==> config.mk <==
export PLATFORM = sky130hd
export DESIGN_NAME = booth_pp_stream
export DESIGN_NICKNAME = d
export VERILOG_FILES = /design/src/rtl/booth_pp_stream_pkg.sv /design/src/rtl/booth_pp_stream_negate.sv /design/src/rtl/booth_pp_stream.sv
export SDC_FILE = /design/constraint.sdc
export NUM_CORES = 1
export LEC_CHECK = 0
export ABC_AREA = 1
export ABC_CLOCK_PERIOD_IN_PS = 2800
export CORE_UTILIZATION = 31
export CTS_CLUSTER_DIAMETER = 50
export DETAILED_ROUTE_END_ITERATION = 10
export SETUP_SLACK_MARGIN = 0.2
export SLEW_MARGIN = 20
export SYNTH_ARGS = -nofsm -noshare
export SYNTH_HDL_FRONTEND = slang
export SYNTH_SLANG_ARGS = --single-unit
==> constraint.sdc <==
create_clock -name clk -period 2.8 [get_ports clk]
set_clock_uncertainty 0.15 [all_clocks]
set_input_delay 0.84 -clock clk [delete_from_list [all_inputs] [get_ports clk]]
set_output_delay 0.84 -clock clk [all_outputs]
set_load 0.005 [all_outputs]
==> src/rtl/booth_pp_stream_pkg.sv <==
// Shared types for the radix-4 Booth partial-product stream: digit encoding,
// FSM states and the triplet decoder.
package booth_pp_stream_pkg;

    typedef enum logic [2:0] {
        ZERO,
        POS1,
        POS2,
        NEG1,
        NEG2
    } booth_digit_t;

    typedef enum logic {
        IDLE,
        RUN
    } state_t;

    // Triplet is {b[2i+1], b[2i], b[2i-1]}
    function automatic booth_digit_t booth_decode(input logic [2:0] triplet);
        booth_digit_t d;
        case (triplet)
            3'b001, 3'b010: d = POS1;
            3'b011:         d = POS2;
            3'b100:         d = NEG2;
            3'b101, 3'b110: d = NEG1;
            default:        d = ZERO;
        endcase
        return d;
    endfunction

endpackage

==> src/rtl/booth_pp_stream_negate.sv <==
// Combinational two's-complement negator: bits above the lowest set bit are
// inverted, found with a log2-depth prefix-OR network.
module booth_negate #(
    parameter int W = 18
) (
    input  logic [W-1:0] x,
    output logic [W-1:0] y
);

    localparam int N = W - 1;
    localparam int L = $clog2(N);

    logic [N-1:0] acc;
    logic [N-1:0] stage;

    // After stage s, acc[i] holds OR of x[i : i-2^(s+1)+1]; after L stages, OR of x[i:0].
    always_comb begin
        acc   = x[N-1:0];
        stage = '0;
        for (int unsigned s = 0; s < L; s++) begin
            stage = acc;
            for (int unsigned i = 0; i < N; i++) begin
                if (i >= (32'd1 << s)) begin
                    stage[i] = acc[i] | acc[i - (32'd1 << s)];
                end
            end
            acc = stage;
        end
    end

    assign y = x ^ {acc, 1'b0};

endmodule

==> src/rtl/booth_pp_stream.sv <==
// Sequential radix-4 Booth partial-product generator: latches an operand pair
// and streams one sign-extended partial product per accepted beat.
module booth_pp_stream
    import booth_pp_stream_pkg::*;
#(
    parameter  int WIDTH = 16,
    localparam int PP_W  = WIDTH + 2,
    localparam int NDIG  = WIDTH / 2 + 1,
    localparam int SH_W  = $clog2(WIDTH + 2)
) (
    input  logic              clk,
    input  logic              rst,
    input  logic              in_valid,
    output logic              in_ready,
    input  logic              in_signed,
    input  logic [WIDTH-1:0]  in_a,
    input  logic [WIDTH-1:0]  in_b,
    input  logic              abort,
    output logic              out_valid,
    input  logic              out_ready,
    output logic [PP_W-1:0]   out_pp,
    output logic [SH_W-1:0]   out_shift,
    output logic              out_last
);

    localparam int IDX_W = $clog2(NDIG);

    state_t             state;
    state_t             state_nxt;
    logic [PP_W-1:0]    a_ext;
    logic [WIDTH+2:0]   bx;          // B_ext with the implicit b[-1]=0 at bit 0
    logic               mode_signed;
    logic [IDX_W-1:0]   idx;
    logic [IDX_W-1:0]   last_idx;
    logic [2:0]         trip;
    logic [PP_W-1:0]    a2;
    logic [PP_W-1:0]    neg_a;
    logic [PP_W-1:0]    neg_a2;
    logic [PP_W-1:0]    pp;
    logic               is_last;
    logic               beat_done;

    assign a2       = {a_ext[PP_W-2:0], 1'b0};
    assign last_idx = mode_signed ? IDX_W'(NDIG - 2) : IDX_W'(NDIG - 1);
    assign trip     = bx[{idx, 1'b0} +: 3];
    assign is_last  = (idx == last_idx);

    booth_negate #(.W(PP_W)) u_neg_a  (.x(a_ext), .y(neg_a));
    booth_negate #(.W(PP_W)) u_neg_a2 (.x(a2),    .y(neg_a2));

    always_comb begin
        pp = '0;
        case (booth_decode(trip))
            POS1:    pp = a_ext;
            POS2:    pp = a2;
            NEG1:    pp = neg_a;
            NEG2:    pp = neg_a2;
            default: pp = '0;
        endcase
    end

    always_comb begin
        state_nxt = state;
        in_ready  = 1'b0;
        out_valid = 1'b0;
        beat_done = 1'b0;
        case (state)
            IDLE: begin
                in_ready = 1'b1;
                if (in_valid) state_nxt = RUN;
            end
            RUN: begin
                out_valid = 1'b1;
                beat_done = out_ready;
                if (abort || (out_ready && is_last)) state_nxt = IDLE;
            end
            default: state_nxt = IDLE;
        endcase
    end

    always_ff @(posedge clk or posedge rst) begin
        if (rst) begin
            state       <= IDLE;
            a_ext       <= '0;
            bx          <= '0;
            mode_signed <= 1'b0;
            idx         <= '0;
        end else begin
            state <= state_nxt;
            if (state == IDLE && in_valid) begin
                a_ext       <= in_signed ? {{2{in_a[WIDTH-1]}}, in_a} : {2'b00, in_a};
                bx          <= {(in_signed ? {2{in_b[WIDTH-1]}} : 2'b00), in_b, 1'b0};
                mode_signed <= in_signed;
                idx         <= '0;
            end else if (beat_done) begin
                idx <= idx + 1'b1;
            end
        end
    end

    assign out_pp    = (state == RUN) ? pp : '0;
    assign out_shift = (state == RUN) ? SH_W'({idx, 1'b0}) : '0;
    assign out_last  = (state == RUN) && is_last;

endmodule

==> results.json, run 1 <==
{
  "yosys_warnings": 0,
  "path_clk_slew_ns": 0.10,
  "cts_hold_buf": 0,
  "path_class": "register to primary output",
  "slew_headroom": 0.6439,
  "via_per_inst": 4.736,
  "synthXorXnorAreaFrac": 0.02809,
  "cp.required_ns": 1.81,
  "cts_tree": "done",
  "synth-seq-area-share": 0.3210,
  "synth-simple-area-share": 0.4647,
  "synth_nets": 538,
  "fin_setup_tns_ns": -8.661,
  "fmax_mhz": 298.3,
  "hold_ws_ns": 0.3488,
  "cts-root-buf": "clkbuf_8",
  "dieArea_um2": 10460,
  "avgSynthCellArea_um2": 6.261,
  "grt_pass1_wl_um": 17400,
  "critPathArrivalTime_ns": 2.36,
  "core_area_um2": 9774,
  "crit_path_max_fanout": 9,
  "peakVddDrop_mv": 0.3508,
  "synthMuxAreaShare": 0,
  "cp-start-kind": "register",
  "die_y_um": 102.3,
  "antenna_left": 0,
  "cap_violations": 0,
  "drive_gt1_frac": 0.3055,
  "place_congestion": 0.9549,
  "core.rowCount": 36,
  "syn_area_um2": 3118,
  "cts_max_level": 2,
  "pwr_density_cell_nw_per_um2": 889.8,
  "first_pass_iters": 4,
  "cp-end-kind": "primary output",
  "final_area_um2": 5160,
  "post-route-min-period_ns": 3.352,
  "rsz0062_at_grt": "yes",
  "grt_pass1_vias": 3646,
  "first_iter_violations": 207,
  "vias": 3746,
  "power_uw": 4591,
  "drc": 0,
  "synth.distinct_cells": 30,
  "hold_viol_final": 0,
  "grtUsageTotal": 0.2131,
  "violations": "negative setup slack",
  "synth_fa_ha_area_frac": 0.008026,
  "clk-insertion-delay-late_ns": 0.30,
  "synth_top_family_by_area": "simple AND/OR/NAND/NOR gates",
  "ys_ff_latch": 40,
  "cts_sinks": 40,
  "period_share": 1.197,
  "initial_utilization": 0.3190,
  "post-route-worst-setup-slack_ns": -0.5519,
  "die_w_um": 102.3,
  "diodes": 0,
  "clk_path_buf_depth": 2,
  "post_dp_cell_area_um2": 4364,
  "drv_slew": 0,
  "leakage_uw": 0.002732,
  "tightest_slew_ns": 0.5341,
  "syn_to_final_growth_pct": 65.49,
  "routed_wl_um": 10680,
  "wl_per_cell_um": 13.50,
  "setup_violations": 18,
  "hold_class": "register to register",
  "ios": 64,
  "overflow": 0,
  "synth_compound_area_frac": 0.05939,
  "fin_util": 0.5279,
  "fin_nets": 697,
  "grt_max_degree": 53,
  "synth_cells": 498,
  "numCtsBuffers": 5,
  "antenna_found_initial": 0,
  "portBuffers": 62,
  "status": "complete, but fails checks",
  "dp_hpwl_um": 7047
}
[routing by layer]
| metal | vias to the layer above | wire [µm] | global-route usage |
|---|---|---|---|
| met5 | - | 0 | 0 |
| met4 | 0 | 180 | 0.06923 |
| met3 | 20 | 501 | 0.02326 |
| met2 | 112 | 5212 | 0.3573 |
| met1 | 1712 | 4787 | 0.2866 |
| li1 | 1902 | - | - |
[synth_stat cells (all sizes together)]
master,number,share of area
xnor2,2,0.0056
o22ai,2,0.0040
nor2,56,0.083
nor4,1,0.0020
o211ai,1,0.0024
nand4,36,0.072
clkbuf,3,0.0036
dfrtp,40,0.32
a21oi,3,0.0048
xor2,8,0.022
conb,1,0.0012
nand3,32,0.055
o21ai,30,0.048
ha,2,0.0080
nand2,201,0.25
buf,21,0.044
nor3,1,0.0032
inv,58,0.070
[logic make-up (layout without fill, tap and decap cells)]
group / count (synthesis) / count (layout)
and+or+nand+nor: 327 / 329
adders and majority gates: 2 / 2
DFF: 40 / 40
AOI/OAI and AO/OA: 36 / 36
other: 1 / 1
xor gates and xnor gates: 10 / 10
buffers and inverters: 82 / 240
[final cells by class]
class | instances | area (µm²)
clock inverters | 3 | 46.29
clock buffers | 5 | 68.82
fillers | 962 | 4614
repair inverters | 1 | 6.256
well taps | 133 | 166.4
flip-flops and latches | 40 | 1003
inverters | 58 | 229.0
repair buffers | 173 | 1642
multi-input cells | 378 | 1998
[repair_timing]
action	in CTS	in global routing
pin swaps	27	26
gates resized for setup	130	40
cloned	6	0
endpoints found under the setup margin	19	21
buffers inserted	29	8
[power by group]
group | internal [µW] | total [µW] | switching (µW)
combinational | 1630 | 3280 | 1650
clock | 269 | 503 | 234
sequential | 698 | 811 | 113
total | 2590 | 4590 | 2000
[through the flow]
| stage | std cells | setup slack (ns) |
|---|---|---|
| 2_1_floorplan | 498 | 0.1720 |
| 3_3_place_gp | 740 | -0.3945 |
| 3_5_place_dp | 740 | -0.4383 |
| 4_1_cts | 783 | -0.4861 |
| 5_1_grt | 791 | -0.6463 |
| 6_report | 791 | -0.5519 |
[cell usage in the layout, fill, tap and decap left out, types with 22 or more instances in the layout]
cell type          n
clkdlybuf4s50_1   42
nand2_1          169
dfrtp_1           38
buf_4             76
nand4_1           36
nand2_2           22
o21ai_0           27
inv_1             51
nand3_1           22
nor2_1            50
[state kept, by name (all words and copies together) (netlist names)]
name         cells
mode_signed      1
a_ext           17
state            1
bx              17
idx              4
[final timing paths]
check / from / to / slack, ns / cells past startpoint
max: idx[0] / out_pp[5] / -0.55 / 14
min: bx[11] / bx[11] / 0.35 / 2
max reg2reg: idx[0] / idx[3] / 1.08 / 8
min reg2reg: bx[11] / bx[11] / 0.35 / 2
max in group asynchronous: rst / idx[1] / 1.29 / 3
min in group asynchronous: rst / a_ext[0] / 0.82 / 3
[critical path: stages, from the launching register on]
cell and delay [ns]:
dfrtp_2 0.46, buf_12 0.14, buf_8 0.12, nor3_4 0.16, nand2_4 0.11, buf_6 0.14, nand3_4 0.10, nand2_8 0.09
buf_12 0.13, buf_16 0.13, nand4_1 0.09, nand2_1 0.08, nor2_1 0.11, nor2_1 0.05, buf_2 0.13
(Power assumes the default switching activity.)
==> run 2, diff against run 1 <==
--- a/config.mk
+++ b/config.mk
@@ -7,9 +7,11 @@
 export LEC_CHECK = 0
 export ABC_AREA = 1
 export ABC_CLOCK_PERIOD_IN_PS = 2800
+export CORE_MARGIN = 4
 export CORE_UTILIZATION = 31
 export CTS_CLUSTER_DIAMETER = 50
 export DETAILED_ROUTE_END_ITERATION = 10
+export PLACE_DENSITY_LB_ADDON = 0.3
 export SETUP_SLACK_MARGIN = 0.2
 export SLEW_MARGIN = 20
 export SYNTH_ARGS = -nofsm -noshare
==> results.json, run 2 (synthesis gave the netlist of run 1 again) <==
{
  "clk_path_buf_depth": 2,
  "wl_per_cell_um": 12.95,
  "cts_tree": "done",
  "clkPwrFrac": 0.112,
  "cts_hold_buf": 0,
  "overflow": 0,
  "critPathArrivalTime_ns": 2.32,
  "leakage_uw": 0.002559,
  "grt_pass1_wl_um": 16300,
  "status": "complete, but fails checks",
  "place_congestion": 0.8646,
  "cts_sinks": 40,
  "rsz0062_at_grt": "yes",
  "fmax_mhz": 301.9,
  "post-route-worst-setup-slack_ns": -0.5120,
  "cp-end-kind": "primary output",
  "crit_path_max_fanout": 7,
  "post-route-min-period_ns": 3.312,
  "via_per_inst": 4.661,
  "cp.required_ns": 1.81,
  "die_w_um": 108.3,
  "tightest_slew_ns": 0.5237,
  "most-common-layout-cells": "178 x nand2_1, 77 x buf_4, 51 x inv_1, 51 x nor2_1, 43 x clkdlybuf4s50_1",
  "p_seq_frac": 0.193,
  "core_area_um2": 9774,
  "intPower_uw": 2418,
  "hold_ws_ns": 0.3388,
  "core.rowCount": 36,
  "layout_commonest_cell": "nand2_1",
  "power_switching_uw": 1804,
  "swShare": 0.4272,
  "hold_class": "register to register",
  "power_uw": 4222,
  "period_share": 1.183,
  "diodes": 0,
  "fin_util": 0.4919,
  "routed_wl_um": 9982,
  "antenna_found_initial": 0,
  "grt_max_degree": 41,
  "drc": 0,
  "vias": 3594,
  "violations": "negative setup slack",
  "portBuffers": 62,
  "first_pass_iters": 4,
  "pwr_density_cell_nw_per_um2": 878.1,
  "clk-insertion-delay-late_ns": 0.30,
  "numCtsBuffers": 5,
  "dieArea_um2": 11730,
  "drive_gt1_frac": 0.2618,
  "cts-root-buf": "clkbuf_8",
  "slew_headroom": 0.6509,
  "ios": 64,
  "cp-start-kind": "register",
  "setup_violations": 18,
  "dp_hpwl_um": 6960,
  "grtUsageTotal": 0.1709,
  "p_comb_frac": 0.695,
  "hold_viol_final": 0,
  "first_iter_violations": 188,
  "cap_violations": 0,
  "die_y_um": 108.3,
  "peakVddDrop_mv": 0.3927,
  "fin_nets": 677,
  "path_clk_slew_ns": 0.09,
  "antenna_left": 0,
  "syn_to_final_growth_pct": 54.21,
  "reg_top3": "a_ext: 17 flops, bx: 17 flops, idx: 4 flops",
  "cts_max_level": 2,
  "drv_slew": 0,
  "initial_utilization": 0.3190,
  "path_class": "register to primary output",
  "grt_pass1_vias": 3468
}
-- run 2: area by class of cell --
cell class / instances / area (µm²)
Fill cell: 997 / 4966
Multi-Input combinational cell: 377 / 1863
Clock inverter: 2 / 35.03
Tap cell: 133 / 166.4
Timing Repair Buffer: 155 / 1445
Clock buffer: 6 / 72.57
Inverter: 58 / 222.7
Sequential cell: 40 / 1003
-- run 2: power by group through the flow --
stage	combinational, µW	sequential (µW)	clock [µW]
floorplan	1390	781	0
global placement	2290	800	0
detailed placement	2320	805	0
CTS	2710	811	488
global route	3220	827	511
finish	2940	814	473
-- run 2: final timing paths --
check                      startpoint   endpoint  slack [ns]  cells after the start
min                             bx[1]      bx[1]        0.34                      2
min in group asynchronous         rst   a_ext[3]        0.82                      3
max                            idx[0]  out_pp[4]       -0.51                     15
min reg2reg                     bx[1]      bx[1]        0.34                      2
max reg2reg                     state  a_ext[16]        1.08                      6
max in group asynchronous         rst     idx[1]        1.30                      3
-- run 2: worst max-delay path, stage by stage, from the launching register on --
cell       delay, ns
dfrtp_2         0.51
clkbuf_16       0.20
nand2_1         0.06
nand3_1         0.10
nand2_2         0.06
nand2_2         0.08
inv_2           0.05
nor2_4          0.13
nand2_4         0.10
buf_6           0.15
nor2_4          0.20
nand2_1         0.09
nand2_1         0.07
nor2_1          0.04
nor2_1          0.07
buf_2           0.11
-- run 2: layer usage --
metal  up-vias  track usage  share of wire
met4         0      0.02885         0.0063
met2        98       0.2904           0.47
li1       1852            -              -
met5         -            0              0
met3         6      0.02567          0.049
met1      1638       0.2334           0.47
-- run 2: what timing repair did --
action,4_1_cts,5_1_grt
setup endpoints to repair,20,21
resized for setup,97,26
gates cloned,6,2
pin swaps,31,32
setup buffers,12,5
hold endpoints to repair,0,0
-- run 2: through the flow --
stage | cells | area [µm²] | worst slack (ns) | setup TNS (ns)
CTS | 764 | 4654 | -0.5072 | -8.303
finish | 771 | 4808 | -0.5120 | -8.308
detailed placement | 738 | 4324 | -0.4588 | -7.570
global placement | 738 | 4324 | -0.3978 | -6.580
floorplan | 498 | 3120 | 0.1720 | 0
global route | 771 | 4808 | -0.6371 | -10.76
